[src/rtl/axis_multiq_admit.sv]
// Multi-queue AXI4-Stream ingress admission: steers packets to per-queue FIFOs
// by a tuser queue id and admits whole packets against per-queue word credits.
module axis_multiq_admit #(
  parameter int TDATA_BYTES  = 8,
  parameter int TUSER_WIDTH  = 128,
  parameter int NUM_QUEUES   = 4,
  parameter int QID_WIDTH    = 2,
  parameter int QID_LSB      = 24,
  parameter int WORD_LOG2    = 3,
  parameter int CREDIT_WIDTH = 18,
  parameter int QUEUE_WORDS  = 131072,
  parameter int DROP_MODE    = 1
) (
  input  logic                                        clk,
  input  logic                                        reset,
  input  logic                                        enable,
  input  logic                                        s_tvalid,
  output logic                                        s_tready,
  input  logic [8*TDATA_BYTES-1:0]                    s_tdata,
  input  logic [TDATA_BYTES-1:0]                      s_tkeep,
  input  logic                                        s_tlast,
  input  logic [TUSER_WIDTH-1:0]                      s_tuser,
  output logic                                        fifo_wr_en,
  output logic [8*TDATA_BYTES+TDATA_BYTES+QID_WIDTH:0] fifo_wr_data,
  input  logic                                        fifo_full,
  input  logic                                        ret_valid,
  input  logic [QID_WIDTH-1:0]                        ret_qid,
  output logic [NUM_QUEUES*CREDIT_WIDTH-1:0]          credit,
  output logic [31:0]                                 pkt_cnt,
  output logic [31:0]                                 drop_cnt,
  output logic [31:0]                                 oversize_cnt,
  output logic [1:0]                                  dbg_state
);
  localparam int CW = CREDIT_WIDTH;
  localparam logic [1:0] ST_SOP  = 2'd0;
  localparam logic [1:0] ST_PASS = 2'd1;
  localparam logic [1:0] ST_DROP = 2'd2;

  // Handshake: a beat moves only in a cycle where s_tvalid and s_tready are
  // both high; s_tready never depends on s_tvalid, and fifo_wr_en is that same
  // transfer qualified by "beat is written" with no added latency.

  logic [1:0]           r_state;
  logic [QID_WIDTH-1:0] r_qid;
  logic [CW-1:0]        r_need;
  logic [CW-1:0]        r_cnt;
  logic [CW-1:0]        r_credit [NUM_QUEUES];
  logic [31:0]          r_pkt_cnt, r_drop_cnt, r_ovs_cnt;

  logic [QID_WIDTH-1:0] w_qid;
  logic [CW-1:0]        w_need;
  logic                 w_qid_ok;
  logic [CW-1:0]        w_sel_credit;
  logic                 w_fit;
  logic [CW-1:0]        w_cnt_inc;
  logic                 w_unused;

  logic [1:0]           w_state_nx;
  logic [CW-1:0]        w_cnt_nx;
  logic                 w_wr, w_last, w_res, w_ref, w_latch;
  logic                 w_inc_pkt, w_inc_drop, w_inc_ovs;
  logic [QID_WIDTH-1:0] w_out_qid, w_ref_qid;
  logic [CW-1:0]        w_ref_amt;
  logic [CW:0]          w_sum       [NUM_QUEUES];
  logic [CW-1:0]        w_credit_nx [NUM_QUEUES];

  assign w_qid     = s_tuser[QID_LSB +: QID_WIDTH];
  assign w_need    = CW'(s_tuser[15:WORD_LOG2]) + CW'(1);
  assign w_qid_ok  = 32'(w_qid) < 32'(NUM_QUEUES);
  assign w_cnt_inc = r_cnt + CW'(1);
  assign w_unused  = ^s_tuser;

  always_comb begin
    w_sel_credit = '0;
    for (int q = 0; q < NUM_QUEUES; q++)
      if (w_qid == QID_WIDTH'(q)) w_sel_credit = r_credit[q];
  end

  assign w_fit = w_qid_ok && (w_sel_credit >= w_need);

  always_comb begin
    s_tready   = 1'b0;
    w_wr       = 1'b0;
    w_last     = s_tlast;
    w_out_qid  = r_qid;
    w_state_nx = r_state;
    w_cnt_nx   = r_cnt;
    w_res      = 1'b0;
    w_ref      = 1'b0;
    w_ref_amt  = '0;
    w_ref_qid  = r_qid;
    w_latch    = 1'b0;
    w_inc_pkt  = 1'b0;
    w_inc_drop = 1'b0;
    w_inc_ovs  = 1'b0;
    if (!reset) begin
      case (r_state)
        ST_SOP: begin
          s_tready  = enable && !fifo_full && ((DROP_MODE != 0) || w_fit);
          w_out_qid = w_qid;
          if (s_tvalid && s_tready) begin
            if (w_fit) begin
              w_wr      = 1'b1;
              w_res     = 1'b1;
              w_latch   = 1'b1;
              w_inc_pkt = 1'b1;
              w_cnt_nx  = CW'(1);
              if (s_tlast) begin
                // single-beat packet: reserve and refund net out in one update
                w_ref     = 1'b1;
                w_ref_amt = w_need - CW'(1);
                w_ref_qid = w_qid;
              end else if (w_need == CW'(1)) begin
                w_last     = 1'b1;
                w_inc_ovs  = 1'b1;
                w_state_nx = ST_DROP;
              end else begin
                w_state_nx = ST_PASS;
              end
            end else begin
              w_inc_drop = 1'b1;
              w_state_nx = s_tlast ? ST_SOP : ST_DROP;
            end
          end
        end
        ST_PASS: begin
          s_tready = enable && !fifo_full;
          if (s_tvalid && s_tready) begin
            w_wr     = 1'b1;
            w_cnt_nx = w_cnt_inc;
            w_last   = s_tlast || (w_cnt_inc == r_need);
            if (s_tlast) begin
              w_ref      = 1'b1;
              w_ref_amt  = r_need - w_cnt_inc;
              w_state_nx = ST_SOP;
            end else if (w_cnt_inc == r_need) begin
              w_inc_ovs  = 1'b1;
              w_state_nx = ST_DROP;
            end
          end
        end
        ST_DROP: begin
          s_tready = enable;
          if (s_tvalid && s_tready && s_tlast) w_state_nx = ST_SOP;
        end
        default: w_state_nx = ST_SOP;
      endcase
    end
  end

  // Additions before the subtraction; a reserve is only issued when it fits.
  always_comb begin
    for (int q = 0; q < NUM_QUEUES; q++) begin
      w_sum[q] = {1'b0, r_credit[q]};
      if (w_ref && (w_ref_qid == QID_WIDTH'(q))) w_sum[q] = w_sum[q] + {1'b0, w_ref_amt};
      if (ret_valid && (ret_qid == QID_WIDTH'(q))) w_sum[q] = w_sum[q] + (CW+1)'(1);
      if (w_res && (w_qid == QID_WIDTH'(q))) w_sum[q] = w_sum[q] - {1'b0, w_need};
      w_credit_nx[q] = (w_sum[q] > (CW+1)'(QUEUE_WORDS)) ? CW'(QUEUE_WORDS) : w_sum[q][CW-1:0];
    end
  end

  always_ff @(posedge clk) begin
    if (reset) begin
      r_state   <= ST_SOP;
      r_qid     <= '0;
      r_need    <= '0;
      r_cnt     <= '0;
      r_pkt_cnt <= '0;
      r_drop_cnt <= '0;
      r_ovs_cnt <= '0;
      for (int q = 0; q < NUM_QUEUES; q++) r_credit[q] <= CW'(QUEUE_WORDS);
    end else begin
      r_state <= w_state_nx;
      r_cnt   <= w_cnt_nx;
      if (w_latch) begin
        r_qid  <= w_qid;
        r_need <= w_need;
      end
      for (int q = 0; q < NUM_QUEUES; q++) r_credit[q] <= w_credit_nx[q];
      if (w_inc_pkt)  r_pkt_cnt  <= r_pkt_cnt + 32'd1;
      if (w_inc_drop) r_drop_cnt <= r_drop_cnt + 32'd1;
      if (w_inc_ovs)  r_ovs_cnt  <= r_ovs_cnt + 32'd1;
    end
  end

  genvar g;
  generate
    for (g = 0; g < NUM_QUEUES; g++) begin : g_credit
      assign credit[g*CW +: CW] = r_credit[g];
    end
  endgenerate

  assign fifo_wr_en   = w_wr;
  assign fifo_wr_data = {w_out_qid, s_tkeep, s_tdata, w_last};
  assign pkt_cnt      = r_pkt_cnt;
  assign drop_cnt     = r_drop_cnt;
  assign oversize_cnt = r_ovs_cnt;
  assign dbg_state    = r_state;
endmodule

[config.mk]
export PLATFORM = sky130hd
export DESIGN_NAME = axis_multiq_admit
export DESIGN_NICKNAME = d
export VERILOG_FILES = /design/src/rtl/axis_multiq_admit.sv
export SDC_FILE = /design/constraint.sdc
export NUM_CORES = 1
export LEC_CHECK = 0
export CORE_MARGIN = 3
export CORE_UTILIZATION = 49
export CTS_BUF_LIST = sky130_fd_sc_hd__clkbuf_8
export CTS_CLUSTER_SIZE = 20
export DETAILED_ROUTE_END_ITERATION = 8
export PLACE_DENSITY = 0.84
export SETUP_SLACK_MARGIN = 0.2
export SLEW_MARGIN = 0
export SYNTH_ARGS = -nofsm -noshare
export SYNTH_HDL_FRONTEND = slang
export SYNTH_SLANG_ARGS = --single-unit
[constraint.sdc]
create_clock -name clk -period 8.75 [get_ports clk]
set_input_delay 0.875 -clock clk [delete_from_list [all_inputs] [get_ports clk]]
set_output_delay 0.875 -clock clk [all_outputs]
set_load 0.05 [all_outputs]
==> impl_metrics.toml <==
[outcome]
status = "finished, final reports clean"

[clock_network]
cts_buffer_depth = 3
clk_pin_slew_ps = 60
cts_tree = "yes"
clock_sinks = 204
clk_latency_ps = 620
cts_max_level = 2
numCtsBuffers = 37
cts_root_buf = "clkbuf_8"

[detailed_routing]
wirelength_um = 88230
viasPerCell = 6.186
routedWlPerCell_um = 21.16
num_vias = 25790
drc = 0
drtIter0Drc = 2509
dr.pass1.iters = 8
antenna_left = 0

[worst_setup_path]
reg2reg_from = "r_credit[3][9]"
critPathCaptureType = "flop"
cp.arrival_ps = 8860
cp-startpoint = "s_tuser[9]"
cp.required_ps = 9200
cp_max_fo = 5
crit_path_frequent_cell = "buf_4"
slowest_delay_ps = 540
slowest_stage = "clkdlybuf4s50_1"
critical_path_class = "in2reg"
cp-start-kind = "input pin"

[power]
switchingPower_uw = 743.3
combinationalPowerShare_pct = 20.7
irDropWorstVdd_mv = 0.08160
swShare_pct = 31.06
p_int_mw = 1.650
seq_power_share_pct = 39.7
finalPower_mw = 2.393
power.leakage_nw = 12.34
p_clk_share_pct = 39.6
p_per_area_nw_per_um2 = 81.40

[synthesis]
synth_largest_area_cell = "dfxtp_1"
avgSynthCellArea_sq_um = 7.493
synth-edff-count = 0
post-synth-top-area-fraction_pct = 18.53
ys_seq_area_share_pct = 18.53
syn_area_sq_um = 22040
yosys_register_bits = 204
async_flop_share_pct = 0
synthCells = 2941
synth_cell_type_count = 109
synth.net_count = 3317
synth_area_leaders = "dfxtp_1, ha_1, xnor2_1"
yosys_warnings = 0
ys.flop_type = "dfxtp_1"

[placed_design]
place.gp.congestion = 1.055
place_worst_setup_slack_ps = -513.9
dp_hpwl_um = 67030
portBuffers = 198

[global_route]
grt_pass1_wl_um = 131000
grt_pass1_vias = 23620
busiest_layer = "met2"
grt-ovfl-total = 0
grtUsageMet2_pct = 55.08
grtUsageTotal_pct = 34.67
grt_max_degree = 107
antenna_found_initial = 8
use_met3_pct = 8.388
use_met1_pct = 42.82

[timing]
setup_ws_ps = 338.7
fin_crit_sh_pct = 96.13
report.final.slew_viol_count = 0
setup_viol = 0
rsz0062_at_grt = "no"
max_freq_mhz = 118.9
fin_skew_ps = 54.88
fin_crit_ps = 8411
hold_viol = 0
relSlewSlack_pct = 23.07
worst_pin_slew_ps = 1151

[floorplan]
die_w_um = 218.1
coreArea_sq_um = 44320
placementRows = 77
die_h_um = 218.1
dieArea_sq_um = 47550
floorplan.initialDensity_pct = 49.72
pin_count = 456

[final_layout]
layout.core_utilization_pct = 66.35
synthToLayoutAreaGrowth_pct = 33.44
drive_gt1_share_pct = 22.56
fin_nets = 3924

[min_path]
hp-class = "reg2reg"
min_from = "r_need[13]"

[flow_run]
maxCapViolations = 0
==> worst paths after layout <==
path               endpoint  depth (start not counted)  slack (ps)
max          r_credit[3][5]                         42         340
min              r_need[13]                          2         470
max reg2reg  r_credit[3][5]                         39         690
min reg2reg      r_need[13]                          2         470
==> registers in the layout, summed over array words and instances, names as in the netlist <==
signal        flops
dbg_state         2
r_credit         72
r_need           14
r_cnt            18
pkt_cnt          32
r_qid             2
drop_cnt         32
oversize_cnt     32
==> per-stage QoR <==
| stage | TNS (ps) | cells | area [sq um] | hold WS (ps) |
|---|---|---|---|---|
| 3_5_place_dp | -27220 | 4078 | 27950 | 458.6 |
| 4_1_cts | 0 | 4142 | 28760 | 464.9 |
| 2_1_floorplan | 0 | 2941 | 22130 | 436.2 |
| 5_1_grt | 0 | 4167 | 29400 | 485.8 |
| 3_3_place_gp | -15450 | 4078 | 27950 | 444.9 |
| 6_report | 0 | 4169 | 29400 | 465.5 |
==> power by group through the flow <==
stage	Combinational, mW	Sequential [mW]	Clock (mW)
floorplan	0.345	0.977	0
global placement	0.438	0.969	0
detailed placement	0.446	0.969	0
CTS	0.451	0.949	0.956
global route	0.525	0.950	0.999
finish	0.495	0.950	0.949
==> area by class of cell <==
class	instances	area, sq um
repair buffers	765	6350
diodes	5	12.51
clock inverters	16	101.3
clock buffers	47	646.9
inverters	106	397.9
multi-input cells	2434	17070
well taps	592	740.7
fillers	3658	14910
flip-flops and latches	204	4085
==> cells in the mapped netlist (33+ instances only) <==
| master | instances |
|---|---|
| o21ai_0 | 140 |
| nand2_1 | 250 |
| nor3_1 | 85 |
| or3_1 | 46 |
| nor4_1 | 40 |
| a21o_1 | 43 |
| a211oi_1 | 45 |
| a21oi_1 | 192 |
| xnor2_1 | 143 |
| buf_4 | 75 |
| xor2_1 | 105 |
| nand3_1 | 128 |
| clkbuf_1 | 92 |
| dfxtp_1 | 204 |
| inv_1 | 106 |
| nand4_1 | 55 |
| nor2b_1 | 33 |
| and3_1 | 56 |
| ha_1 | 162 |
| nor2_1 | 330 |
==> routing by layer <==
metal  up-vias  routed length, um
li1      11960                  -
met3       376               9066
met2      1402              38810
met4         6               6229
met5         -                 69
met1     12050              34060
==> cell families after synthesis <==
group                      share of synthesized area (%)
xor gates and xnor gates                           10.69
muxes                                              3.657
AOI/OAI and AO/OA                                  23.08
DFF                                                18.53
buffers and inverters                              6.638
and+or+nand+nor                                    27.46
adders and majority gates                          9.942
==> critical path: cells and delay by family <==
kind	cells	cell delay, ps
xor gates and xnor gates	3	530
AOI/OAI and AO/OA	16	2700
and+or+nand+nor	12	2370
buffers and inverters	7	1490
adders and majority gates	4	890
==> cell usage in the layout, fill, tap and decap left out, types with 17 or more instances in the layout <==
cell,netlist,routed
and4_1,19,19
a211oi_1,45,38
o31ai_1,19,17
o21ai_0,140,121
o31a_1,18,18
nor3_1,85,82
nand2b_1,21,21
mux2i_1,31,31
nand4_1,55,55
nor3b_1,20,19
xor2_1,105,101
nand3_1,128,125
clkdlybuf4s50_1,0,190
a21oi_1,192,183
or3_1,46,45
o21a_1,23,23
a21boi_0,31,22
nor2b_1,33,32
and2_1,26,26
ha_1,162,156
buf_4,75,556
nor4_1,40,25
nand2_1,250,246
nor2_1,330,328
a21o_1,43,43
a31oi_1,31,31
xnor2_1,143,134
o21ai_1,7,21
o211ai_1,23,23
clkbuf_8,0,47
dfxtp_1,204,203
and3_1,56,56
inv_1,106,117
==> repair_timing <==
item                                    in CTS  in global routing
cloned                                       0                  3
buffers inserted                             1                 19
pin swaps                                    3                 40
endpoints found under the setup margin      46                 72
gates resized for setup                      9                118
hold buffers                                 0                  0
Power figures use the tool's default switching activity.
